**src/rtl/averaging_sequencer.sv**
```systemverilog
// Multi-channel clear/settle/add/show sequencer driving the averaging adder and channel mux.
// Optional sticky overrun flag: define AVERAGING_SEQUENCER_OVERRUN_EN.
module averaging_sequencer #(
    parameter int unsigned sample_count  = 9,
    parameter int unsigned channel_count = 1,
    parameter int unsigned settle_cycles = 0
) (
    input  logic clock,
    input  logic reset,
    input  logic trigger,
    output logic clear,
    output logic add,
    output logic show,
    output logic [((channel_count > 1) ? $clog2(channel_count) : 1)-1:0] channel,
    output logic busy
`ifdef AVERAGING_SEQUENCER_OVERRUN_EN
    ,
    output logic overrun
`endif
);

    localparam int unsigned ChW    = (channel_count > 1) ? $clog2(channel_count) : 1;
    localparam int unsigned CntMax = (sample_count > settle_cycles) ? sample_count : settle_cycles;
    localparam int unsigned CntW   = $clog2(CntMax + 1);

    localparam logic [CntW-1:0] AddLast    = CntW'(sample_count - 1);
    localparam logic [CntW-1:0] SettleLast = CntW'(settle_cycles - 1);
    localparam logic [ChW-1:0]  ChLast     = ChW'(channel_count - 1);

    typedef enum logic [2:0] {
        StIdle,
        StClear,
        StSettle,
        StAdd,
        StShow
    } state_e;

    state_e          state_q, state_d;
    logic [CntW-1:0] cnt_q, cnt_d;
    logic [ChW-1:0]  channel_q, channel_d;
    logic            trigger_prev_q;
    logic            start;

    assign start = trigger & ~trigger_prev_q;

    // Single counter serves both SETTLE and ADD; it is zeroed on every entry to either.
    always_comb begin
        state_d   = state_q;
        cnt_d     = cnt_q;
        channel_d = channel_q;
        unique case (state_q)
            StIdle: begin
                cnt_d = '0;
                if (start) begin
                    state_d = StClear;
                end
            end
            StClear: begin
                cnt_d   = '0;
                state_d = (settle_cycles > 0) ? StSettle : StAdd;
            end
            StSettle: begin
                if (cnt_q == SettleLast) begin
                    cnt_d   = '0;
                    state_d = StAdd;
                end else begin
                    cnt_d = cnt_q + 1'b1;
                end
            end
            StAdd: begin
                if (cnt_q == AddLast) begin
                    cnt_d   = '0;
                    state_d = StShow;
                end else begin
                    cnt_d = cnt_q + 1'b1;
                end
            end
            StShow: begin
                if (channel_q == ChLast) begin
                    channel_d = '0;
                    state_d   = StIdle;
                end else begin
                    channel_d = channel_q + 1'b1;
                    state_d   = StClear;
                end
            end
            default: begin
                state_d   = StIdle;
                cnt_d     = '0;
                channel_d = '0;
            end
        endcase
    end

    // trigger_prev resets high so a trigger held through reset does not count as an edge.
    always_ff @(posedge clock or posedge reset) begin
        if (reset) begin
            state_q        <= StIdle;
            cnt_q          <= '0;
            channel_q      <= '0;
            trigger_prev_q <= 1'b1;
        end else begin
            state_q        <= state_d;
            cnt_q          <= cnt_d;
            channel_q      <= channel_d;
            trigger_prev_q <= trigger;
        end
    end

    assign clear   = (state_q == StClear);
    assign add     = (state_q == StAdd);
    assign show    = (state_q == StShow);
    assign busy    = (state_q != StIdle);
    assign channel = channel_q;

`ifdef AVERAGING_SEQUENCER_OVERRUN_EN
    logic overrun_q, overrun_d;

    // Sticky until the next accepted start; any start seen while busy sets it.
    always_comb begin
        overrun_d = overrun_q;
        if (start) begin
            overrun_d = (state_q != StIdle);
        end
    end

    always_ff @(posedge clock or posedge reset) begin
        if (reset) begin
            overrun_q <= 1'b0;
        end else begin
            overrun_q <= overrun_d;
        end
    end

    assign overrun = overrun_q;
`endif

endmodule
```
**config.mk**
```make
export PLATFORM = sky130hd
export DESIGN_NAME = averaging_sequencer
export DESIGN_NICKNAME = d
export VERILOG_FILES = /design/src/rtl/averaging_sequencer.sv
export SDC_FILE = /design/constraint.sdc
export NUM_CORES = 1
export LEC_CHECK = 0
export ABC_AREA = 1
export CORE_AREA = 4 4 41 43
export CTS_CLUSTER_DIAMETER = 200
export CTS_CLUSTER_SIZE = 24
export DETAILED_ROUTE_END_ITERATION = 8
export DIE_AREA = 0 0 45 47
export PLACE_DENSITY = 0.71
export SETUP_SLACK_MARGIN = 0.4
export SLEW_MARGIN = 0
export SYNTH_ARGS = -nofsm -noshare
export SYNTH_HDL_FRONTEND = slang
export SYNTH_SLANG_ARGS = --single-unit
```
**constraint.sdc**
```tcl
create_clock -name clock -period 2.7 [get_ports clock]
set_clock_uncertainty 0.05 [all_clocks]
set_input_delay 0.27 -clock clock [delete_from_list [all_inputs] [get_ports clock]]
set_output_delay 0.27 -clock clock [all_outputs]
set_load 0.005 [all_outputs]
```
==> out/metrics.cfg <==
[run_status]
outcome = finished clean

[yosys]
synthCells = 69
yosys_warnings = 0
syn_nets = 74
netlist_area_um2 = 505
ys_seq_area_share_pct = 39.9
ys_types = 19
ys_seq_elements = 8
avgSynthCellArea_um2 = 7.33

[detailed_routing]
wirelength_um = 937
route.detailed.drc = 0
firstDrtPassIters = 4
num_vias = 427
drtIter0Drc = 7
wl_per_cell_um = 10.1
post_drt_via_cell_ratio = 4.59
antenna_left = 0

[placement]
port_buffers = 6
dp_hpwl_um = 770
gp_congestion = 0.808

[pwr]
cellInternalPower_uw = 358
powerDensity_mw_per_mm2 = 1050
swShare_pct = 43.1
clockPowerShare_pct = 15.5
p_leak_nw = 0.339
p_sw_uw = 272
p_total_uw = 630
max-vdd-ir-drop_v = 0.000437
combPwrFrac_pct = 49.8
seqPwrFrac_pct = 34.6

[final_layout]
final_layout_size_suffix_gt1_share_pct = 12.8
antenna_cells = 0
fill_cells = 147
syn_to_final_growth_pct = 19.3
nNetsFinal = 84
final_common_cell = inv_1
final_cell_mix = inv_1, nand2_1, nand3_1

[cts]
cts_root_buf = clkbuf_4
cts_max_level = 1
cts_tree = built
clock_sink_count = 8
cts_setup_buffers = 0
postCtsResizedCells = 0
cts_buffers = 3
clk_latency_ps = 260
cts.clk_slew.worst_paths_ps = 60
hold_buffers = 0
clock_path_buffers = 2

[worst_setup_path]
worstReg2RegStart = cnt_q[0]
cp-start-kind = flip-flop
regToRegEndpoint = state_q[1]
worst-setup-path-type = reg -> out
required_ps = 2380
cp_max_fo = 6
critPathMaxStageDelay_ps = 510
path_cells = nor2_1 > nand2_1 > inv_1 > clkdlybuf4s50_1
cp.depth = 4
cpMaxStageDelayCell = clkdlybuf4s50_1
cp_top_family = buffers and inverters
ff2ff_path_depth = 7
r2r_slack_ps = 1420
setup.worst_path.end_class = output pin
cp.arrival_ps = 1610
worst-path-buf-inv = 2

[global_route]
grt_pass1_wl_mm = 1.52
track_usage_pct = 10.3
grt_max_degree = 9
grt_pass1_vias = 379
grt_antenna_before_repair = 0
grt_overflow = 0

[floorplanning]
fp.dieArea_mm2 = 0.00212
num_rows = 13
core-area_mm2 = 0.00130
die_h_um = 47
io_pins = 8
die_w_um = 45
start_util_pct = 38.8

[timing]
rsz0062_at_grt = false
period_needed_ps = 1930
max_freq_ghz = 0.518
final.setup.tns_ps = 0
post-route-period-util_pct = 71.5
finalHoldViolCount = 0
finalSetupViolCount = 0
slew_viol_final = 0

[run]
drv_cap = 0

[worst_hold_path]
worstHoldPathType = in -> async

==> sequential cells by signal, indices dropped and copies added (netlist names) <==
register and count:
cnt_q 4, trigger_prev_q 1, state_q 3
==> how the worst max path moves through the flow <==
stage / start / end / slack (ps)
after detailed placement: state_q[1] / show / 1040
after floorplan: cnt_q[0] / state_q[0] / 1530
after global routing: state_q[1] / show / 600
after CTS: state_q[1] / show / 760
after global placement: state_q[1] / show / 1080
final: state_q[1] / show / 770
==> metal layers <==
layer  up-vias  part of all wire (%)  global-route usage [%]
li1        223                     -                       -
met1       190                    44                    12.6
met2        10                    48                    15.0
met3         4                   4.8                    1.53
met4         0                   2.9                    10.5
met5         -                     0                       0
==> final cells by class <==
cell class / count / area (um^2) / area share [%]
clock buffer: 4 / 26.3 / 4.36
multi-input combinational: 43 / 233 / 38.6
sequential: 8 / 201 / 33.4
timing repair buffer: 6 / 60.1 / 9.96
tap: 15 / 18.8 / 3.11
inverter: 17 / 63.8 / 10.6
==> Yosys cell counts, drive strengths merged <==
cell type	instances	area, um^2
ha	2	25.0
dfrtp	7	175
nand3	9	50.1
o211ai	1	7.51
conb	1	3.75
nor2	7	33.8
buf	1	7.51
inv	17	63.8
nand2	18	80.1
nor3	1	5.00
nand4	1	6.26
o21bai	1	7.51
o21ai	2	13.8
dfstp	1	26.3
==> cells by family (layout without fill, tap and decap cells) <==
family                     count (synthesis)  count (layout)  synth area share (%)
other                                      1               1                 0.742
AOI/OAI and AO/OA                          4               4                  5.69
DFF                                        8               8                  39.9
and+or+nand+nor                           36              36                  34.7
adders and majority gates                  2               2                  4.95
buffers and inverters                     18              27                  14.1
==> power by group through the flow <==
stage | registers, mW | logic, mW | clock network [mW]
finish | 0.218 | 0.314 | 0.0980
global route | 0.227 | 0.355 | 0.108
CTS | 0.218 | 0.319 | 0.103
detailed placement | 0.220 | 0.317 | 0
global placement | 0.216 | 0.312 | 0
floorplan | 0.207 | 0.228 | 0
==> per-stage QoR <==
| step | util [%] | instances | hold slack, ps | area (um^2) | worst slack [ps] |
|---|---|---|---|---|---|
| after global placement | 44.3 | 89 | 486 | 577 | 1080 |
| after floorplan | - | 69 | 34.9 | 505 | 1530 |
| after CTS | 46.3 | 93 | 215 | 603 | 758 |
| after detailed placement | 44.3 | 89 | 497 | 577 | 1040 |
| after global routing | 46.3 | 93 | 216 | 603 | 600 |
| final | 46.3 | 93 | 207 | 603 | 768 |
(Power assumes the default switching activity.)
